$ cat src/rtl/arbiter_3rr.sv
// Three-way round-robin arbiter for a shared 3:1 mux path, with a bounded hold time per owner.
// One cycle from req to gnt; all outputs registered; waiting requesters are served within two hold windows.
module arbiter_3rr #(
    parameter int unsigned HOLD_MAX = 8
) (
    input  logic       clk,
    input  logic       reset,
    input  logic [2:0] req,
    output logic [2:0] gnt,
    output logic [1:0] sel,
    output logic       busy
);

    localparam logic [7:0] HOLD_LIM = 8'(HOLD_MAX);

    typedef enum logic {IDLE, GRANT} state_t;

    state_t     r_state, w_state_nxt;
    logic [2:0] r_gnt,   w_gnt_nxt;
    logic [1:0] r_sel,   w_sel_nxt;
    logic [1:0] r_ptr,   w_ptr_nxt;
    logic [7:0] r_cnt,   w_cnt_nxt;
    logic       r_busy,  w_busy_nxt;

    logic       w_own_req;
    logic [2:0] w_others;
    logic [1:0] w_win_all;
    logic [1:0] w_win_oth;

    function automatic logic [1:0] next_idx(input logic [1:0] idx);
        return (idx >= 2'd2) ? 2'd0 : idx + 2'd1;
    endfunction

    // First requesting index scanning upward from last+1, modulo 3.
    function automatic logic [1:0] pick(input logic [2:0] r, input logic [1:0] last);
        logic [1:0] c0, c1, c2;
        c0 = next_idx(last);
        c1 = next_idx(c0);
        c2 = next_idx(c1);
        if (r[c0])      return c0;
        else if (r[c1]) return c1;
        else            return c2;
    endfunction

    assign w_own_req = |(req & r_gnt);
    assign w_others  = req & ~r_gnt;
    assign w_win_all = pick(req, r_ptr);
    assign w_win_oth = pick(w_others, r_ptr);

    always_comb begin
        w_state_nxt = r_state;
        w_gnt_nxt   = r_gnt;
        w_sel_nxt   = r_sel;
        w_ptr_nxt   = r_ptr;
        w_cnt_nxt   = r_cnt;
        w_busy_nxt  = r_busy;
        case (r_state)
            IDLE: begin
                if (|req) begin
                    w_state_nxt = GRANT;
                    w_gnt_nxt   = 3'b001 << w_win_all;
                    w_sel_nxt   = w_win_all;
                    w_ptr_nxt   = w_win_all;
                    w_cnt_nxt   = 8'd1;
                    w_busy_nxt  = 1'b1;
                end
            end
            GRANT: begin
                if (req == 3'b000) begin
                    w_state_nxt = IDLE;
                    w_gnt_nxt   = 3'b000;
                    w_sel_nxt   = 2'b00;
                    w_cnt_nxt   = 8'd0;
                    w_busy_nxt  = 1'b0;
                end else if (!w_own_req || (r_cnt >= HOLD_LIM && |w_others)) begin
                    // Owner released or exhausted its window: hand over with no idle gap.
                    w_gnt_nxt = 3'b001 << w_win_oth;
                    w_sel_nxt = w_win_oth;
                    w_ptr_nxt = w_win_oth;
                    w_cnt_nxt = 8'd1;
                end else if (r_cnt < HOLD_LIM) begin
                    w_cnt_nxt = r_cnt + 8'd1;
                end
            end
            default: begin
                w_state_nxt = IDLE;
                w_gnt_nxt   = 3'b000;
                w_sel_nxt   = 2'b00;
                w_cnt_nxt   = 8'd0;
                w_busy_nxt  = 1'b0;
            end
        endcase
    end

    always_ff @(posedge clk) begin
        if (reset) begin
            r_state <= IDLE;
            r_gnt   <= 3'b000;
            r_sel   <= 2'b00;
            r_ptr   <= 2'd2;
            r_cnt   <= 8'd0;
            r_busy  <= 1'b0;
        end else begin
            r_state <= w_state_nxt;
            r_gnt   <= w_gnt_nxt;
            r_sel   <= w_sel_nxt;
            r_ptr   <= w_ptr_nxt;
            r_cnt   <= w_cnt_nxt;
            r_busy  <= w_busy_nxt;
        end
    end

    assign gnt  = r_gnt;
    assign sel  = r_sel;
    assign busy = r_busy;

endmodule

$ cat config.mk
export PLATFORM = sky130hd
export DESIGN_NAME = arbiter_3rr
export DESIGN_NICKNAME = d
export VERILOG_FILES = /design/src/rtl/arbiter_3rr.sv
export SDC_FILE = /design/constraint.sdc
export NUM_CORES = 1
export LEC_CHECK = 0
export CAP_MARGIN = 20
export CORE_MARGIN = 2
export CORE_UTILIZATION = 40
export DETAILED_ROUTE_END_ITERATION = 10
export HOLD_SLACK_MARGIN = 0.12
export PLACE_DENSITY_LB_ADDON = 0.25
export SKIP_LAST_GASP = 1
export SYNTH_ARGS = -nofsm -noshare
export SYNTH_HDL_FRONTEND = slang
export SYNTH_SLANG_ARGS = --single-unit
export TNS_END_PERCENT = 20
$ cat constraint.sdc
create_clock -name clk -period 3.44 [get_ports clk]
set_input_delay 0.688 -clock clk [delete_from_list [all_inputs] [get_ports clk]]
set_output_delay 0.688 -clock clk [all_outputs]
set_load 0.02 [all_outputs]
-- After elaboration in Yosys (flattened, before gate mapping)
Cells that the tools add are included.
- equal/unequal tests: 6
- shifts and indexed selects: 2
- $add $sub $neg: 4
- bitwise logic cells: 4
- reduce and logical (&&, ||, !) cells: 11
- $lt $le $gt $ge: 7
- muxes and demuxes: 36
- operators with widths (operator ; number):
    $mux 8 ; 4
    $mux 2 ; 11
    $pmux 8 s2 ; 1
    $mux 3 ; 3
    $reduce_or 3->1 ; 3
    $add 8x1->8 const B ; 1
    $bmux 1 s2 ; 4
    $ge 8x4->1 const B ; 1
    $lt 8x4->1 const B ; 1
    $mux 1 ; 8
    $pmux 2 s2 ; 2
    $add 2x1->2 const B ; 3
    $and 3x3->3 ; 2
    $ge 2x2->1 const B ; 3
    $lt 2x3->1 const B ; 2
    $pmux 3 s2 ; 1
    $reduce_and 2->1 ; 3
    $shl 1x2->3 const A ; 2
    $ne 2x1->1 const B ; 2
    $ne 2x2->1 const B ; 2
    $ne 4x1->1 const B ; 1
    $pmux 1 s2 ; 2
    $logic_not 3->1 ; 1
    $ne 3x1->1 const B ; 1
    6 further kinds ; 6
- bits of input ports: 5
- logic and storage cells: 76
- flip-flop bits (word level): 17
- output and inout bits: 6

-- Logic depth before layout (Yosys ltp)
Gate-level depths: netlist (run 1).
- word-level depth: 12
- depth in mapped cells: 8
- gate-level depth less buffers: 6

-- Least setup slack after synthesis (run 1)
Ideal clock, no wire load.
- path kind: input-to-reg
- start point: input req[1]
- end point: register r_cnt[6]
- buffers on the path: 1
- stages on the path: 7
- required time: 3.325 ns
- library setup time: 0.115 ns
- slack: 1.072 ns
- arrival: 2.253 ns
- path through: or3_1 > ha_1 > o21a_1 > a21o_1 > buf_2 > o31a_1 > o21ba_1
- longest elaborated chain between the ends: 7
- elaborated cells between the ends (all ways): 15
- those cells by class: 2 x eq/ne; 3 x mux; 2 x bitwise; 8 x reduce/logical
- RTL lines (item ; RTL line ; source):
    start: declaration ; 8 ; input logic [2:0] req,
    $and 3x3->3, on equally long branches ; 45, 46 ;
    $reduce_or 3->1, on equally long branches ; 45, 75 ;
    $logic_not 1->1 or $logic_and 1x1->1 (tied branches) ; 75 ; end else if (!w_own_req || (r_cnt >= HOLD_LIM && |w_others)) begin
    $logic_or 1x1->1 ; 75 ;
    $mux 8 ; 75 ;
    $mux 8 ; 69 ; if (req == 3'b000) begin
    $pmux 8 s2 ; 57 ; case (r_state)
    end signal: assignment ; 108 ; r_cnt <= w_cnt_nxt;
    end: declaration ; 22 ; logic [7:0] r_cnt, w_cnt_nxt;
Parallel ways exist; a longest one is shown, timed or not.
A chain may end at the register's enable or synchronous reset.

-- Worst setup path after layout (run 1)
- start point: input req[1]
- end point: register r_cnt[5]
The elaborated chain is that of the path after synthesis.

==> implementation parameters, run 1 <==
Parameter                              Value

Run status
  Run status    finished clean

Logic synthesis
  Share of flip-flops with an asynchronous set or reset    0%
  Post-Syn Area per Cell    7.75 µm²
  Post-synthesis cell count    143
  Unique masters post-synth    45
  Number of flops mapped to enable cells by yosys    0
  Largest cells by area after synthesis    dfxtp_1 (31%), a21oi_1 (6.8%), ha_1 (6.8%)
  Top cell type by total area after synthesis    dfxtp_1
  Fraction of post-synthesis cell area in the top cell type by area    30.7%
  Dominant register cell in the synthesized netlist    dfxtp_1
  Flops & latches, synth    17
  Yosys warnings    0
  Fraction of the yosys area taken by sequential cells    30.7%
  Post-synth net total    154
  Leading cell types by count after synthesis    dfxtp_1 (17), a21oi_1 (15), inv_1 (14)
  Top-count cell post-synth    dfxtp_1
  Post-Syn Area    1110 µm²

STA
  Shortest clock period the worst path allows after layout    2.81 ns
  Number of pins with negative max-slew slack in the final report    0
  Fin Clk Skew    0.00632 ns
  Final TNS setup    0 ns
  Hold Violations, Final    0
  Final clock period utilization by the worst path    81.7%
  Max transition margin    67.1%
  Slew at the pin with the worst max-slew slack    0.489 ns
  Max Fclk    356 MHz
  Setup-failing EPs final    0
  RSZ-0062 raised after global routing    no

Global routing
  Number of antenna violations at the first check in global routing    0
  Pin count of the biggest net entering global routing    13
  Number of global-route vias before repair    998
  Grt total ovfl    0
  All-Layer GR Usage    17.2%
  First-pass GRT wire length    4430 µm

Route
  Sum of routed wire length over all layers    2530 µm
  Detailed-route DRC error count    0
  Routed length per placed instance    13.6 µm
  Count of routing violations after the opening detailed-route iteration    44
  Number of iterations in the first detailed-routing pass    4
  Post-route ant nets    0
  Total via count in the routed design    1,101
  Ratio of routed vias to standard cells    5.92

Finish
  Multi-input logic area    699 µm²
  Total number of nets in the final design    167
  Utilization after layout    47.2%
  Finished Layout Cells    186
  Register cell area after layout    340 µm²
  Antenna diode count    0
  Total of fill cells in the finished design    268
  Layout cells sized above 1    5.81%
  Area growth from synthesis to layout    14.4%

Floorplanning
  Effective utilization at floorplan    41.3%
  # IOs    11
  Vertical extent of the die    56.6 µm
  Width of the die    56.6 µm
  Core region area    2690 µm²
  Row Count    19
  Die outline area    3210 µm²

Place
  Port Buffers    10
  GPL Wtd Cong    0.841
  Post-placement cell count    182
  Final HPWL DP    1960 µm

Clock network
  Count of H-tree levels built during CTS    1
  Number of cells upsized or downsized after cts    0
  Hold buffer count at CTS    0
  Inserted Clock Buffers    3
  Clock Tree Buf Depth    2
  Post-CTS Setup Repair Bufs    0
  Clock slew at the register clock pins of the worst setup and hold paths    0.11 ns
  CTS tree    done
  Number of sinks handled by clock tree synthesis    17
  Root Buffer Master    clkbuf_4
  Latest clock arrival within the worst-skew pair    0.30 ns

Power and ir drop
  VDD IR max    0.000253 V
  Static leakage power    0.000466 µW
  Pwr/cell area    394 nW/µm²

Setup path
  Max Fanout on Critical Path    12
  Cell depth of the worst flop-to-flop path    5
  Launching instance or port of the critical path    req[1]
  Startpoint type of the worst setup path    input pin
  Data required time of the critical path    3.68 ns
  Type of the worst setup path    input pin to flop
  CP Data Arrival Time    3.05 ns
  Reg2Reg Launch Point    r_state$_SDFF_PP0_
  Setup crit end kind    flop

Run
  Max Cap Viol    0

Worst hold path
  Path type of the worst min-delay path    flop to flop
  Min-Delay Path Depth    2
  Worst Hold Launch    sel[0]$_SDFFE_PP0P_
final cells by class:
cell class                 instances  share of cell area, %
inverter                          15                   4.44
multi-input combinational        108                   55.1
timing repair buffer              11                   8.48
clock buffer                       4                   2.07
sequential                        17                   26.8
tap                               31                   3.06
critical path: stages:
cell and delay, ns:
clkdlybuf4s50_1 0.52, or3_1 0.49, ha_1 0.25, o21a_1 0.14
a21o_1 0.28, or4_1 0.53, a21oi_1 0.14
worst paths after layout:
kind | to | slack (ns)
hold / removal | sel[0]$_SDFFE_PP0P_ | 0.46
setup / recovery | r_cnt[5]$_SDFFE_PP0P_ | 0.63
hold reg to reg | sel[0]$_SDFFE_PP0P_ | 0.46
setup reg to reg | r_cnt[5]$_SDFFE_PP0P_ | 1.26
state kept, by name, indices dropped and copies added, names as in the netlist:
register  flops
busy          1
gnt           3
r_state       1
r_cnt         8
r_ptr         2
sel           2
layer usage:
layer / routed length, µm / vias to the layer above / global-route usage (%)
met3: 157 / 4 / 3.23
met4: 29 / 0 / 6.12
met2: 1160 / 34 / 26.1
li1: - / 554 / -
met1: 1180 / 509 / 24.3
met5: 0 / - / 0
layout by cell type, fill, tap and decap left out, types with 2 or more instances in the layout:
cell,count
inv_1,14
nor2b_1,4
a21oi_1,15
nand2_1,9
ha_1,6
clkdlybuf4s50_1,10
nor4_1,4
nand3_1,9
nand2b_1,4
o21ai_1,3
a211oi_2,2
nor2_1,10
dfxtp_1,17
a211oi_1,6
or3_1,4
o31a_1,2
o21ai_0,3
nor3_1,2
clkbuf_4,3
report_power, final:
part / internal [µW] / switching (µW) / total [µW]
logic: 65.6 / 86.9 / 153
clock network: 45.2 / 68.9 / 114
registers: 213 / 19.5 / 233
total: 324 / 175 / 500
cells by family after synthesis:
kind of cell             count (synthesis)  share of synthesized area (%)
XOR/XNOR                                 1                          0.790
flip-flops                              17                           30.7
adder cells (fa/ha/maj)                  6                           6.77
buffers and inverters                   18                           6.21
AO/OA/AOI/OAI                           47                           29.5
AND/OR/NAND/NOR                         54                           26.1
through the flow:
step                      setup WS (ns)  power, µW  hold slack [ns]  instance area (µm²)
after floorplan                    1.07        333            0.447                 1110
after global placement            0.375        387            0.448                 1240
after detailed placement          0.314        389            0.448                 1240
after CTS                         0.621        498            0.464                 1270
after global routing              0.511        528            0.483                 1270
final                             0.628        500            0.464                 1270
Note: power is estimated with default switching activity, not from simulation.
==> inputs of run 2 (changes only) <==
==> constraint.sdc (replaced) <==
create_clock -name clk -period 2.7 [get_ports clk]
set_input_delay 0.54 -clock clk [delete_from_list [all_inputs] [get_ports clk]]
set_output_delay 0.54 -clock clk [all_outputs]
set_load 0.02 [all_outputs]
==> run 2 against run 1 <==
Compared with the run above:
- sequential share of layout area decreased by 1.9 points
- worst hold slack improved by 0.0014 ns
- worst setup slack got worse by 0.35 ns
- non-clock buffer count increased by 13
- clock power increased by 19%
- design area increased by 7.7%
- critical path depth unchanged
- count of clock-buffer cells in the layout unchanged
- critical endpoint is now r_cnt[7]$_SDFFE_PP0P_
==> implementation parameters, run 2 (same netlist as run 1, synthesis figures left out) <==
Parameter                              Value

STA
  Max Fclk    413 MHz
  RSZ-0062 raised after global routing    no
  Max transition margin    62.8%
  Hold Violations, Final    0
  Number of pins with negative max-slew slack in the final report    0
  Fin Clk Skew    0.00530 ns
  Slew at the pin with the worst max-slew slack    0.558 ns
  Worst hold-check slack    0.465 ns
  Setup-failing EPs final    0
  Final clock period utilization by the worst path    89.7%
  Final TNS setup    0 ns
  Shortest clock period the worst path allows after layout    2.42 ns

Setup path
  Startpoint type of the worst setup path    input pin
  Reg2Reg Launch Point    r_cnt[5]$_SDFFE_PP0P_
  Type of the worst setup path    input pin to flop
  Max Fanout on Critical Path    6
  Setup crit end kind    flop
  Reg2Reg Capture Point    gnt[0]$_SDFFE_PP0P_
  Data required time of the critical path    2.93 ns
  Cell depth of the worst flop-to-flop path    6
  Reg-to-reg setup timing slack    0.58 ns
  CP Data Arrival Time    2.65 ns

Route
  Total via count in the routed design    1,141
  Detailed-route DRC error count    0
  Post-route ant nets    0
  Ratio of routed vias to standard cells    5.73
  Routed length per placed instance    13.9 µm
  Sum of routed wire length over all layers    2770 µm
  Count of routing violations after the opening detailed-route iteration    33
  Number of iterations in the first detailed-routing pass    5

Worst hold path
  Min-Delay Path Depth    2
  Worst Hold Launch    sel[0]$_SDFFE_PP0P_
  Hold Crit Endpoint    sel[0]$_SDFFE_PP0P_
  Path type of the worst min-delay path    flop to flop

Clock network
  Number of sinks handled by clock tree synthesis    17
  Inserted Clock Buffers    3
  Hold buffer count at CTS    0
  Clock slew at the register clock pins of the worst setup and hold paths    0.10 ns
  Root Buffer Master    clkbuf_4
  CTS tree    done
  Clock Tree Buf Depth    2
  Count of H-tree levels built during CTS    1
  Post-CTS Setup Repair Bufs    0
  Latest clock arrival within the worst-skew pair    0.29 ns
  Number of cells upsized or downsized after cts    0

Finish
  Utilization after layout    50.9%
  Cell area after layout    1370 µm²
  Total of fill cells in the finished design    258
  Register with the most flip-flops    r_cnt
  Highest-count cells in the layout ignoring fill and taps    dfxtp_1 (17), a21oi_1 (15), inv_1 (14), buf_4 (14)
  Max FFs per register    8
  Area growth from synthesis to layout    23.3%
  Layout cells sized above 1    13.1%
  Antenna diode count    0
  Leading cell type in the layout, fill and taps excluded    dfxtp_1
  Total number of nets in the final design    180

Power and ir drop
  Switch share    34.0%
  Pwr/cell area    477 nW/µm²
  Reg power frac    45.6%
  Power dissipated by switching net loads    222 µW
  Overall power after layout    652 µW
  Cell internal power dissipation    430 µW
  VDD IR max    0.000375 V
  Clock power frac    20.8%
  Static leakage power    0.000529 µW
  Proportion of power drawn by combinational gates    33.6%

Global routing
  Number of antenna violations at the first check in global routing    0
  Pin count of the biggest net entering global routing    13
  First-pass GRT wire length    4790 µm
  All-Layer GR Usage    18.9%
  Grt total ovfl    0
  Number of global-route vias before repair    1,028

Run status
  Run status    finished clean

Floorplanning
  Die outline area    3210 µm²
  Width of the die    56.6 µm
  Core region area    2690 µm²
  Vertical extent of the die    56.6 µm
  # IOs    11
  Row Count    19
  Effective utilization at floorplan    41.3%

Place
  Final HPWL DP    2210 µm
  Area post-placement    1340 µm²
  Port Buffers    10
  GPL Wtd Cong    0.918

Run
  Max Cap Viol    0
run 2: changes by cell type in the layout (fill, tap and decap cells not counted), sizes merged:
| cell | previous run | this run |
|---|---|---|
| buf | 1 | 14 |
run 2: how the worst max path moves through the flow:
stage | start | endpoint | slack (ns) | cells past startpoint
2_1_floorplan | req[1] | r_cnt[6]$_SDFFE_PP0P_ | 0.48 | 7
3_3_place_gp | req[1] | r_cnt[5]$_SDFFE_PP0P_ | 0.06 | 7
3_5_place_dp | req[1] | r_cnt[7]$_SDFFE_PP0P_ | -0.02 | 7
4_1_cts | req[1] | r_cnt[7]$_SDFFE_PP0P_ | 0.28 | 7
5_1_grt | req[1] | r_cnt[5]$_SDFFE_PP0P_ | 0.19 | 7
6_report | req[1] | r_cnt[7]$_SDFFE_PP0P_ | 0.28 | 7
run 2: layout make-up:
cell class	instances	area, µm²	area share (%)
sequential	17	340	24.9
clock buffer	4	26.3	1.92
inverter	15	56.3	4.12
timing repair buffer	24	205	15.0
multi-input combinational	108	699	51.2
tap	31	38.8	2.84
run 2: per-layer routing:
layer | routed length [µm] | share of wire (%) | track usage, %
met1 | 1340 | 48 | 27.3
met2 | 1330 | 48 | 29.2
met3 | 92 | 3.3 | 2.76
met4 | 9 | 0.33 | 5.10
met5 | 0 | 0 | 0
run 2: stage by stage:
stage	instances	worst slack, ns
after floorplan	143	0.480
after detailed placement	195	-0.0193
after CTS	199	0.283
final	199	0.278
after global routing	199	0.191
after global placement	195	0.0597
run 2: critical path, stage by stage:
cell and delay (ns):
clkdlybuf4s50_1 0.41, or3_1 0.43, ha_1 0.25, o21a_1 0.13, a21o_1 0.22, or4b_1 0.51, a21oi_1 0.15
run 2: power by group through the flow:
stage / Combinational, µW / Sequential [µW] / Clock [µW]
after floorplan: 113 / 312 / 0
after global placement: 213 / 302 / 0
after detailed placement: 217 / 302 / 0
after CTS: 218 / 297 / 138
after global routing: 241 / 302 / 149
final: 219 / 297 / 136
==> variant: new RTL, flow settings as in run 2 <==
Reset style: asynchronous (`reset`), changed in one clocked block.
--- a/src/rtl/arbiter_3rr.sv
+++ b/src/rtl/arbiter_3rr.sv
@@ -94,3 +94,3 @@
 
-    always_ff @(posedge clk) begin
+    always_ff @(posedge clk or posedge reset) begin
         if (reset) begin
Formal check against the unedited RTL: differs if reset is asserted again (counterexample within 4 cycles, from zero or initial values and one cycle with reset high); with reset held inactive, the same outputs for 10 cycles.
==> variant against run 2 <==
Cell area fell by 0.27%. Area after synthesis up 2.1%. Utilization down 1.0 points. Setup slack better by 0.033 ns. Fmax rose by 1.4%. Hold slack improved by 0.035 ns. Routed wire length is 9.3% lower. Sequential share of layout area is 6.4 points higher. Clock skew up 0.0044 ns. Sequential cell count stayed put. Die area is 2.0% higher. Critical path type unchanged. Highest routed layer unchanged.
Power is not compared: it rests on default switching activity, and its combinational part moved more than twofold at a synthesized area within 25%.
==> variant: results (changes against run 2) <==
| Metric | Value |
|---|---|
| Run status | `complete, no violations` |
| Clock network area share | `2.02% (+0.097 points)` |
| GPL Wtd Cong | `0.856 (-6.7%)` |
| Slowest cell delay on critical path | `0.48 ns (-0.03 ns)` |
| Crit path DAT | `2.59 ns (-0.06 ns)` |
| CP max FO | `5 (-1)` |
| Worst r2r src | `gnt[2]$_DFFE_PP0P_` |
| Top post-synthesis cells by count | `dfrtp_1 (16), inv_1 (12), a21oi_1 (11)` |
| Ys async rst share | `100% (+100 points)` |
| M1 GR Usage | `21.4% (-6.0 points)` |
| First-pass GRT wire length | `4.34 mm (-9.4%)` |
| Via-to-Cell Ratio | `5.55 (-3.2%)` |
| End of the worst hold path | `busy$_DFFE_PP0P_` |
| Total power draw | `1.33 mW` |
| Metal2 WL | `1.21 mm (-9.0%)` |
| Yosys cell types | `38 (-16%)` |
| Met2 GRT Util | `28.6% (-0.66 points)` |
| Number of global-route vias before repair | `985 (-4.2%)` |
| Number of non-clock inverters in the layout | `12 (-3)` |
| Share of cells above drive strength 1 | `15.1% (+2.0 points)` |
| Final HPWL DP | `1.85 mm (-16%)` |
| GRT Overall Usage | `16.9% (-2.0 points)` |
| Buffers, non-clock | `21 (-13%)` |
| Synth top area cells | `dfrtp_1 (35%), ha_1 (6.6%), a21oi_1 (4.9%)` |
| Multi-input gates | `92 (-15%)` |
| Iteration-0 DRC Markers | `21 (-36%)` |
| Buffering overhead | `13.4% (-1.6 points)` |
| CP max-delay cell | `clkdlybuf4s50_1` |
| DRT Wirelength | `2.51 mm (-9.3%)` |
| Number of detailed-route iterations in the first pass | `4 (-1)` |
| Mean Syn Cell Area | `9.13 µm² (+18%)` |
| Routed WL per cell | `14.2 µm (+2.0%)` |
| Fillers | `267 (+3.5%)` |
variant: cell count changes after synthesis, sizes merged, moves of 5 or more:
cell    delta
dfxtp     -17
dfrtp     +16
a211oi     -7
nand3      -6
mux2i      +5
variant: metrics by stage:
step	instance area [µm²]	hold slack (ns)	utilization [%]	setup WS, ns
2_1_floorplan	1130	0.465	-	0.479
4_1_cts	1360	0.512	49.8	0.315
3_3_place_gp	1340	0.472	48.8	0.0328
6_report	1360	0.500	49.8	0.311
3_5_place_dp	1340	0.485	48.8	0.00347
5_1_grt	1360	0.549	49.8	0.190
variant: kinds of logic after synthesis:
kind of cell / share of synthesized area [%]
adder cells (fa/ha/maj): 6.63
multiplexers: 5.75
AO/OA/AOI/OAI: 24.2
flip-flops: 37.7
AND/OR/NAND/NOR: 20.1
buffers and inverters: 5.64
variant: worst reg2reg max path, stage by stage, from the launching register on:
cell	delay [ns]
dfrtp_1	0.44
a222oi_1	0.50
nor2b_2	0.12
a21boi_4	0.17
a2111oi_0	0.41
buf_4	0.19
a21oi_1	0.04
